**src/rtl/mmio_responder.sv**
```systemverilog
// MMIO device window: tohost halt register, console TX FIFO and an optional machine timer.
// Define MMIO_RESPONDER_TIMER_EN to build the mtime/mtimecmp timer block.
module mmio_responder #(
    parameter logic [31:0] BASE_ADDR  = 32'h0200_0000,
    parameter int          FIFO_DEPTH = 8
) (
    input  logic        CLK,
    input  logic        RESET,
    input  logic        in_read_enable,
    input  logic [31:0] in_read_address,
    output logic [31:0] out_read_data,
    output logic        out_read_exception_valid,
    output logic [3:0]  out_read_exception_code,
    input  logic        in_write_enable,
    input  logic [31:0] in_write_address,
    input  logic [31:0] in_write_data,
    output logic        out_write_exception_valid,
    output logic [3:0]  out_write_exception_code,
    output logic        out_console_valid,
    output logic [7:0]  out_console_char,
    input  logic        in_console_ready,
    output logic        out_timer_interrupt,
    output logic        out_halt,
    output logic [31:0] out_halt_code
);

    localparam int PTR_W = $clog2(FIFO_DEPTH);
    localparam int CNT_W = PTR_W + 1;

    localparam logic [11:0] OFS_TOHOST   = 12'h000;
    localparam logic [11:0] OFS_CONSOLE  = 12'h004;
    localparam logic [11:0] OFS_MTIME_LO = 12'h008;
    localparam logic [11:0] OFS_MTIME_HI = 12'h00C;
    localparam logic [11:0] OFS_CMP_LO   = 12'h010;
    localparam logic [11:0] OFS_CMP_HI   = 12'h014;

    // Timer offsets stay mapped even without the timer so software never faults on them.
    function automatic logic is_mapped(input logic [11:0] ofs);
        return (ofs == OFS_TOHOST) || (ofs == OFS_CONSOLE) ||
               (ofs == OFS_MTIME_LO) || (ofs == OFS_MTIME_HI) ||
               (ofs == OFS_CMP_LO) || (ofs == OFS_CMP_HI);
    endfunction

    logic [11:0] rd_ofs;
    logic [11:0] wr_ofs;
    logic        rd_hit;
    logic        wr_hit;
    logic        wr_ok;

    assign rd_ofs = in_read_address[11:0];
    assign wr_ofs = in_write_address[11:0];
    assign rd_hit = in_read_enable && !RESET && (in_read_address[31:12] == BASE_ADDR[31:12]);
    assign wr_hit = in_write_enable && !RESET && (in_write_address[31:12] == BASE_ADDR[31:12]);

    always_comb begin
        out_write_exception_valid = 1'b0;
        out_write_exception_code  = 4'd0;
        wr_ok                     = 1'b0;
        if (wr_hit) begin
            if (in_write_address[1:0] != 2'b00) begin
                out_write_exception_valid = 1'b1;
                out_write_exception_code  = 4'd6;
            end else if (!is_mapped(wr_ofs)) begin
                out_write_exception_valid = 1'b1;
                out_write_exception_code  = 4'd7;
            end else begin
                wr_ok = 1'b1;
            end
        end
    end

    logic [7:0]       fifo_mem [FIFO_DEPTH];
    logic [PTR_W-1:0] wr_ptr;
    logic [PTR_W-1:0] rd_ptr;
    logic [CNT_W-1:0] count;
    logic             overflow;
    logic             full;
    logic             push;
    logic             pop;
    logic             push_ok;
    logic [7:0]       count_byte;

    assign full              = (count == CNT_W'(FIFO_DEPTH));
    assign push              = wr_ok && (wr_ofs == OFS_CONSOLE);
    assign pop               = out_console_valid && in_console_ready;
    // A pop in the same cycle frees the slot, so a push to a full FIFO is still taken.
    assign push_ok           = push && (!full || pop);
    assign out_console_valid = (count != '0);
    assign out_console_char  = fifo_mem[rd_ptr];
    assign count_byte        = 8'(count);

    always_ff @(posedge CLK) begin
        if (RESET) begin
            wr_ptr   <= '0;
            rd_ptr   <= '0;
            count    <= '0;
            overflow <= 1'b0;
        end else begin
            if (push_ok) begin
                wr_ptr <= wr_ptr + PTR_W'(1);
            end
            if (pop) begin
                rd_ptr <= rd_ptr + PTR_W'(1);
            end
            if (push_ok && !pop) begin
                count <= count + CNT_W'(1);
            end else if (pop && !push_ok) begin
                count <= count - CNT_W'(1);
            end
            if (push && !push_ok) begin
                overflow <= 1'b1;
            end
        end
    end

    always_ff @(posedge CLK) begin
        if (push_ok) begin
            fifo_mem[wr_ptr] <= in_write_data[7:0];
        end
    end

    always_ff @(posedge CLK) begin
        if (RESET) begin
            out_halt      <= 1'b0;
            out_halt_code <= '0;
        end else if (wr_ok && (wr_ofs == OFS_TOHOST) && in_write_data[0] && !out_halt) begin
            out_halt      <= 1'b1;
            out_halt_code <= {1'b0, in_write_data[31:1]};
        end
    end

`ifdef MMIO_RESPONDER_TIMER_EN
    logic [63:0] mtime;
    logic [63:0] mtimecmp;
    logic        timer_irq;

    // A software write to either mtime half replaces the whole increment for that cycle.
    always_ff @(posedge CLK) begin
        if (RESET) begin
            mtime     <= '0;
            mtimecmp  <= '1;
            timer_irq <= 1'b0;
        end else begin
            if (wr_ok && (wr_ofs == OFS_MTIME_LO)) begin
                mtime <= {mtime[63:32], in_write_data};
            end else if (wr_ok && (wr_ofs == OFS_MTIME_HI)) begin
                mtime <= {in_write_data, mtime[31:0]};
            end else begin
                mtime <= mtime + 64'd1;
            end
            if (wr_ok && (wr_ofs == OFS_CMP_LO)) begin
                mtimecmp <= {mtimecmp[63:32], in_write_data};
            end
            if (wr_ok && (wr_ofs == OFS_CMP_HI)) begin
                mtimecmp <= {in_write_data, mtimecmp[31:0]};
            end
            timer_irq <= (mtime >= mtimecmp);
        end
    end

    assign out_timer_interrupt = timer_irq;
`else
    assign out_timer_interrupt = 1'b0;
`endif

    always_comb begin
        out_read_data            = '0;
        out_read_exception_valid = 1'b0;
        out_read_exception_code  = 4'd0;
        if (rd_hit) begin
            if (in_read_address[1:0] != 2'b00) begin
                out_read_exception_valid = 1'b1;
                out_read_exception_code  = 4'd4;
            end else if (!is_mapped(rd_ofs)) begin
                out_read_exception_valid = 1'b1;
                out_read_exception_code  = 4'd5;
            end else begin
                case (rd_ofs)
                    OFS_CONSOLE:  out_read_data = {23'b0, overflow, count_byte};
`ifdef MMIO_RESPONDER_TIMER_EN
                    OFS_MTIME_LO: out_read_data = mtime[31:0];
                    OFS_MTIME_HI: out_read_data = mtime[63:32];
                    OFS_CMP_LO:   out_read_data = mtimecmp[31:0];
                    OFS_CMP_HI:   out_read_data = mtimecmp[63:32];
`endif
                    default:      out_read_data = '0;
                endcase
            end
        end
    end

endmodule
```
**config.mk**
```make
export PLATFORM = sky130hd
export DESIGN_NAME = mmio_responder
export DESIGN_NICKNAME = d
export VERILOG_FILES = /design/src/rtl/mmio_responder.sv
export SDC_FILE = /design/constraint.sdc
export NUM_CORES = 1
export LEC_CHECK = 0
export CAP_MARGIN = 20
export CORE_MARGIN = 5
export CORE_UTILIZATION = 46
export CTS_BUF_LIST = sky130_fd_sc_hd__clkbuf_8
export DETAILED_ROUTE_END_ITERATION = 10
export GPL_TIMING_DRIVEN = 1
export PLACE_DENSITY = 0.79
export SYNTH_ARGS = -nofsm -noshare
export SYNTH_HDL_FRONTEND = slang
export SYNTH_SLANG_ARGS = --single-unit
```
**constraint.sdc**
```tcl
create_clock -name CLK -period 3.6 [get_ports CLK]
set_clock_uncertainty 0.05 [all_clocks]
set_input_delay 0.36 -clock CLK [delete_from_list [all_inputs] [get_ports CLK]]
set_output_delay 0.36 -clock CLK [all_outputs]
set_load 0.01 [all_outputs]
```
==> flow_summary.yaml, run 1 <==
status:
  outcome: "completed"
synthesis:
  yosys_warnings: 0
  syn_avg_cell_area_um2: 12.90
  yosysTopAreaCellShare: 0.3734
  edff_count_synth: 64
  yosysMostFrequentCell: "sky130_fd_sc_hd__nand2b_1"
  dominantRegCellSynth: "sky130_fd_sc_hd__edfxtp_1"
  synthCells: 399
  synth_area_leaders: "sky130_fd_sc_hd__edfxtp_1 (37%), sky130_fd_sc_hd__dfxtp_1 (18%), sky130_fd_sc_hd__nand2b_1 (8.3%)"
  netlist_area_um2: 5147
  postSynth.asyncResetShare: 0
  ys_seq_elements: 110
  synth_seq_area_share: 0.5523
  netlist_top_cells_count: "sky130_fd_sc_hd__nand2b_1 (68), sky130_fd_sc_hd__edfxtp_1 (64), sky130_fd_sc_hd__dfxtp_1 (46), sky130_fd_sc_hd__buf_4 (38), sky130_fd_sc_hd__mux2i_1 (34)"
  synth.largest_area_cell: "sky130_fd_sc_hd__edfxtp_1"
  synth.lib_cells_used.distinct: 42
cts:
  tritoncts: "done"
  ctsResizeCount: 0
  clk_latency_ns: 0.36
  postCtsSetupBuffers: 0
  clk_slew_on_worst_s_h_paths_ns: 0.10
  htreeDepth: 3
  postCtsHoldBufs: 0
  root_buffer: "sky130_fd_sc_hd__clkbuf_8"
  cts_num_sinks: 110
  cts_inserted_buffers: 9
  cts-root-to-sink-buffers: 2
critical_path:
  rrSetupSlack_ns: 0.69
  crit_path_max_incr_delay_ns: 0.47
  crit_end: "count[3]"
  timing.critical_path.to_type: "register"
  worst-setup-path-type: "in2reg"
  critPathRequiredTime_ns: 3.80
  r2r_end: "count[3]"
  timing.critical_path.fanout_max: 4
  critical_path.cell_chain: "clkdlybuf4s50_1 -> nor4_1 -> nand3_1 -> nor4_1 -> ha_1 -> inv_1 -> ha_1 -> a21o_1 -> a21oi_1 -> mux2i_1 -> mux2_2"
  cp_data_arrival_time_ns: 3.44
  cpMaxStageDelayCell: "sky130_fd_sc_hd__nor4_1"
  start_kind: "primary input"
  critical_path.reg2reg.startpoint: "count[0]"
  startpoint: "in_write_address[21]"
  r2r.worst_path.cells: 10
timing:
  worst_slew_margin_rel: 0.4811
  final_max_slew_viol_count: 0
  timing.final.crit_share: 0.8980
  final-hold-violation-count: 0
  final.hold.worst_slack_ns: 0.4298
  final.setup.worst_slack_ns: 0.3673
  totalNegativeSetupSlack_ns: 0
  timing.fmax_ghz: 0.3093
  final_critical_path_required_period_ns: 3.233
  worst_slew_pin_tran_ns: 0.7772
  rsz0062_at_grt: "no"
  setup_viol: 0
global_route:
  grt.total_usage: 0.1762
  global_route.overflow_total: 0
  antenna_found_initial: 0
  number_of_global_route_vias_before_repair: 3591
  grt_pass1_wl_um: 18170
  pin_count_of_the_biggest_net_entering_global_routing: 80
die:
  placeableCoreArea_um2: 10890
  die_area_um2: 13410
  die_y_um: 115.8
  start_util: 0.4728
  fp.dieW_um: 115.8
  pin_count: 186
  placementRows: 38
cells_and_area:
  antenna_cells: 0
  drive_above_1_share: 0.1161
  layoutNonFillerInstCount: 700
  area_growth_pct: 34.35
  finalCoreUtilization: 0.6351
  layout.nets: 662
  design_area_um2: 6915
power_and_ir_drop:
  leakage_nw: 2.361
  pwr-share-clk: 0.314
  switching_fraction: 0.2270
  powerDensity_nw_per_um2: 322.2
  seq_power_share: 0.596
  p_int_mw: 1.723
  total_power_consumption_of_the_routed_design_mw: 2.228
  power.ir.vdd_worst_uv: 214.4
  switchingPower_mw: 0.5057
  comb_power_share: 0.090
detailed_routing:
  wl_um: 11620
  routed_via_count_divided_by_cell_count: 4.916
  first_pass_iters: 6
  drcViolationCount: 0
  detailroute.via_count: 3441
  drt_iter0_drc: 151
  route.antenna.remaining_nets: 0
  avg_wl_per_cell_um: 16.61
placed_design:
  finalWeightedCongestion: 0.8284
  hpwlAfterDp_um: 8755
  placement.cell_area_um2: 6723
  numPlacedInstances: 684
  port-buffer-count: 153
  place_ws_ns: 0.03605
hold_path:
  hold_path_class: "reg2reg"
  hp-start: "out_halt_code[24]"
  timing.hold.worst_path_depth: 2
flow_run:
  max_cap_violations: 0
[final cells by class]
class / count / area, µm²
Clock buffer: 9 / 123.9
Clock inverter: 7 / 68.82
Tap cell: 140 / 175.2
Sequential cell: 110 / 2843
Inverter: 3 / 11.26
Timing Repair Buffer: 168 / 1639
Multi-Input combinational cell: 263 / 2054
Fill cell: 864 / 3973
[per-layer routing]
metal  share of wire  GRT usage
met5               0          0
met4          0.0087    0.04950
met1            0.42     0.2318
met3           0.064    0.04595
met2            0.51     0.2900
[registers in the layout, summed over array words and instances, names as in the netlist, named ones only]
name           flops
wr_ptr             3
out_halt_code     31
fifo_mem          64
overflow           1
rd_ptr             3
count              4
out_halt           1
[cell usage in the layout (no fill, tap or decap), types with 2 or more instances in the layout]
master	synthesis	routed
sky130_fd_sc_hd__inv_8	0	2
sky130_fd_sc_hd__nor4_2	2	2
sky130_fd_sc_hd__or3_1	2	2
sky130_fd_sc_hd__clkdlybuf4s50_1	0	152
sky130_fd_sc_hd__dfxtp_1	46	46
sky130_fd_sc_hd__mux4_2	16	16
sky130_fd_sc_hd__or4_1	3	3
sky130_fd_sc_hd__nand2_1	6	6
sky130_fd_sc_hd__nand2b_1	68	68
sky130_fd_sc_hd__nand3_1	6	6
sky130_fd_sc_hd__a21oi_1	6	6
sky130_fd_sc_hd__clkbuf_8	0	9
sky130_fd_sc_hd__conb_1	1	32
sky130_fd_sc_hd__and2_1	4	4
sky130_fd_sc_hd__edfxtp_1	64	64
sky130_fd_sc_hd__ha_1	5	5
sky130_fd_sc_hd__xor2_1	3	3
sky130_fd_sc_hd__nor4_1	13	13
sky130_fd_sc_hd__nor2b_1	3	3
sky130_fd_sc_hd__mux2i_1	34	34
sky130_fd_sc_hd__nor3_1	12	12
sky130_fd_sc_hd__inv_1	3	4
sky130_fd_sc_hd__nor4b_1	2	2
sky130_fd_sc_hd__buf_4	38	15
sky130_fd_sc_hd__nor2_1	18	18
sky130_fd_sc_hd__nand4_1	3	3
sky130_fd_sc_hd__clkinv_4	0	2
sky130_fd_sc_hd__mux2_2	11	11
[cells by family after synthesis]
group,share of synthesized area
buf+inv,0.07122
flops,0.5523
fa+ha+maj,0.01604
simple gates,0.1811
compound gates,0.01167
other cells,0.0007285
mux,0.1602
xor+xnor,0.006807
[worst min path at each step]
stage | to | slack (ns)
after global placement | out_halt_code[15] | 0.41
final | out_halt_code[24] | 0.43
after CTS | overflow | 0.43
after detailed placement | out_halt_code[17] | 0.41
after global routing | overflow | 0.44
after floorplan | overflow | 0.38
[power groups by stage]
| stage | sequential (mW) | clock [mW] | combinational (mW) |
|---|---|---|---|
| 2_1_floorplan | 1.36 | 0 | 0.0912 |
| 3_3_place_gp | 1.36 | 0 | 0.194 |
| 3_5_place_dp | 1.36 | 0 | 0.199 |
| 4_1_cts | 1.33 | 0.726 | 0.200 |
| 5_1_grt | 1.33 | 0.777 | 0.215 |
| 6_report | 1.33 | 0.700 | 0.199 |
[worst max-delay path, delay by kind of cell]
kind            cells  cell delay, ns
simple gates        3            1.14
mux                 2            0.57
buf+inv             2            0.49
fa+ha+maj           2            0.53
compound gates      2            0.34
No activity file was read; power rests on OpenSTA's default activity.
==> inputs of run 2 (changes only) <==
--- a/config.mk
+++ b/config.mk
@@ -6,8 +6,10 @@
 export NUM_CORES = 1
 export LEC_CHECK = 0
 export CAP_MARGIN = 20
+export CELL_PAD_IN_SITES_DETAIL_PLACEMENT = 1
+export CELL_PAD_IN_SITES_GLOBAL_PLACEMENT = 1
 export CORE_MARGIN = 5
-export CORE_UTILIZATION = 46
+export CORE_UTILIZATION = 36
 export CTS_BUF_LIST = sky130_fd_sc_hd__clkbuf_8
 export DETAILED_ROUTE_END_ITERATION = 10
 export GPL_TIMING_DRIVEN = 1
==> flow_summary.yaml, run 2 (synthesis gave the netlist of run 1 again) <==
power_and_ir_drop:
  seq_power_share: 0.593
  p_int_mw: 1.722
  power.ir.vdd_worst_uv: 155.0
  comb_power_share: 0.091
  leakage_nw: 2.370
  powerDensity_nw_per_um2: 321.5
  switchingPower_mw: 0.5201
  switching_fraction: 0.2320
  pwr-share-clk: 0.316
cells_and_area:
  layout.nets: 664
  filler_cell_count_in_the_final_layout: 1478
  area_growth_pct: 35.46
  mostFrequentLayoutCells: "sky130_fd_sc_hd__clkdlybuf4s50_1 (152), sky130_fd_sc_hd__nand2b_1 (68), sky130_fd_sc_hd__edfxtp_1 (64)"
  antenna_cells: 0
  top_regs: "fifo_mem x64, out_halt_code x31, count x4"
  finalCoreUtilization: 0.5004
  max_flop_register: "fifo_mem"
  layout.cells.most_common: "sky130_fd_sc_hd__clkdlybuf4s50_1"
  largest_register_ff_count: 64
  drive_above_1_share: 0.1192
global_route:
  grt.total_usage: 0.1675
  global_route.usage.met3: 0.04246
  grt_use_met1: 0.1988
  number_of_global_route_vias_before_repair: 3944
  pin_count_of_the_biggest_net_entering_global_routing: 80
  grt-busiest-layer: "met2"
  grt_use_met2: 0.3042
  antenna_found_initial: 0
  global_route.overflow_total: 0
  grt_pass1_wl_um: 21450
cts:
  cts_num_sinks: 110
  clk_latency_ns: 0.37
  tritoncts: "done"
  ctsResizeCount: 0
  cts_inserted_buffers: 9
  postCtsHoldBufs: 0
  clk_slew_on_worst_s_h_paths_ns: 0.10
  cts-root-to-sink-buffers: 2
  root_buffer: "sky130_fd_sc_hd__clkbuf_8"
  htreeDepth: 3
  postCtsSetupBuffers: 0
timing:
  timing.final.crit_share: 0.8816
  worst_slew_pin_tran_ns: 0.8051
  totalNegativeSetupSlack_ns: 0
  setup_viol: 0
  worst_slew_margin_rel: 0.4625
  final_critical_path_required_period_ns: 3.174
  final_max_slew_viol_count: 0
  timing.fmax_ghz: 0.3151
  rsz0062_at_grt: "no"
  final-hold-violation-count: 0
critical_path:
  critPathRequiredTime_ns: 3.19
  worst-setup-path-type: "in2out"
  crit_path_max_incr_delay_ns: 0.62
  startpoint: "in_read_address[22]"
  critical_path.reg2reg.startpoint: "count[0]"
  start_kind: "primary input"
  cpMostUsedCell: "sky130_fd_sc_hd__clkdlybuf4s50_1"
  cp_data_arrival_time_ns: 2.76
  timing.critical_path.to_type: "primary output"
  critical_path.cell_chain: "clkdlybuf4s50_1 -> nor4b_1 -> nand4_1 -> or3_1 -> nor4_1 -> clkdlybuf4s50_1"
  cpMaxStageDelayCell: "sky130_fd_sc_hd__clkdlybuf4s50_1"
  timing.critical_path.fanout_max: 3
detailed_routing:
  first_pass_iters: 4
  detailroute.via_count: 3553
  route.antenna.remaining_nets: 0
  wl_um: 13810
  drt_iter0_drc: 159
  avg_wl_per_cell_um: 18.61
  drcViolationCount: 0
  routed_via_count_divided_by_cell_count: 4.788
status:
  outcome: "completed"
placed_design:
  hpwlAfterDp_um: 10640
  finalWeightedCongestion: 0.8381
  port-buffer-count: 153
die:
  fp.dieW_um: 129.6
  placementRows: 43
  die_y_um: 129.6
  die_area_um2: 16790
  placeableCoreArea_um2: 13930
  pin_count: 186
  start_util: 0.3694
hold_path:
  hp-start: "out_halt_code[27]"
  hold_path_class: "reg2reg"
flow_run:
  max_cap_violations: 0
[run 2: final cells by class]
cell class                 count  area, µm²  share of cell area
clock buffer                   9      123.9             0.01776
sequential                   110       2843              0.4077
multi-input combinational    263       2054              0.2946
clock inverter                 7      61.31            0.008792
tap                          180      225.2             0.03230
timing repair buffer         170       1654              0.2372
inverter                       3      11.26            0.001615
[run 2: power groups by stage]
stage / clock [mW] / sequential (mW) / combinational [mW]
2_1_floorplan: 0 / 1.36 / 0.0912
3_3_place_gp: 0 / 1.36 / 0.197
3_5_place_dp: 0 / 1.36 / 0.203
4_1_cts: 0.743 / 1.33 / 0.204
5_1_grt: 0.801 / 1.33 / 0.221
6_report: 0.708 / 1.33 / 0.204
[run 2: through the flow]
stage / instances / hold slack [ns] / total power [mW] / worst slack (ns) / instance area, µm²
3_3_place_gp: 726 / 0.4085 / 1.555 / 0.2365 / 6788
4_1_cts: 742 / 0.4354 / 2.276 / 0.4527 / 6973
5_1_grt: 742 / 0.4590 / 2.352 / 0.2949 / 6973
6_report: 742 / 0.4265 / 2.242 / 0.4261 / 6973
3_5_place_dp: 726 / 0.4157 / 1.561 / 0.1177 / 6788
2_1_floorplan: 430 / 0.3826 / 1.449 / 0.6555 / 5264
[run 2: metal layers]
| layer | vias to the layer above | wire length, µm |
|---|---|---|
| li1 | 1685 | - |
| met1 | 1750 | 5527 |
| met2 | 102 | 7452 |
| met3 | 16 | 673 |
| met4 | 0 | 153 |
| met5 | - | 0 |
[run 2: critical path: cells and delay by family]
family	cells	cell delay, ns
simple gates	4	1.38
buf+inv	2	1.03
[run 2: path summary, 6_finish.rpt]
kind                                                   end  slack [ns]  depth (start not counted)
worst min register to register           out_halt_code[27]        0.43                          2
worst min-delay path                     out_halt_code[27]        0.43                          2
worst max-delay path            out_read_exception_code[0]        0.43                          6
worst max register to register                    count[3]        0.64                         10
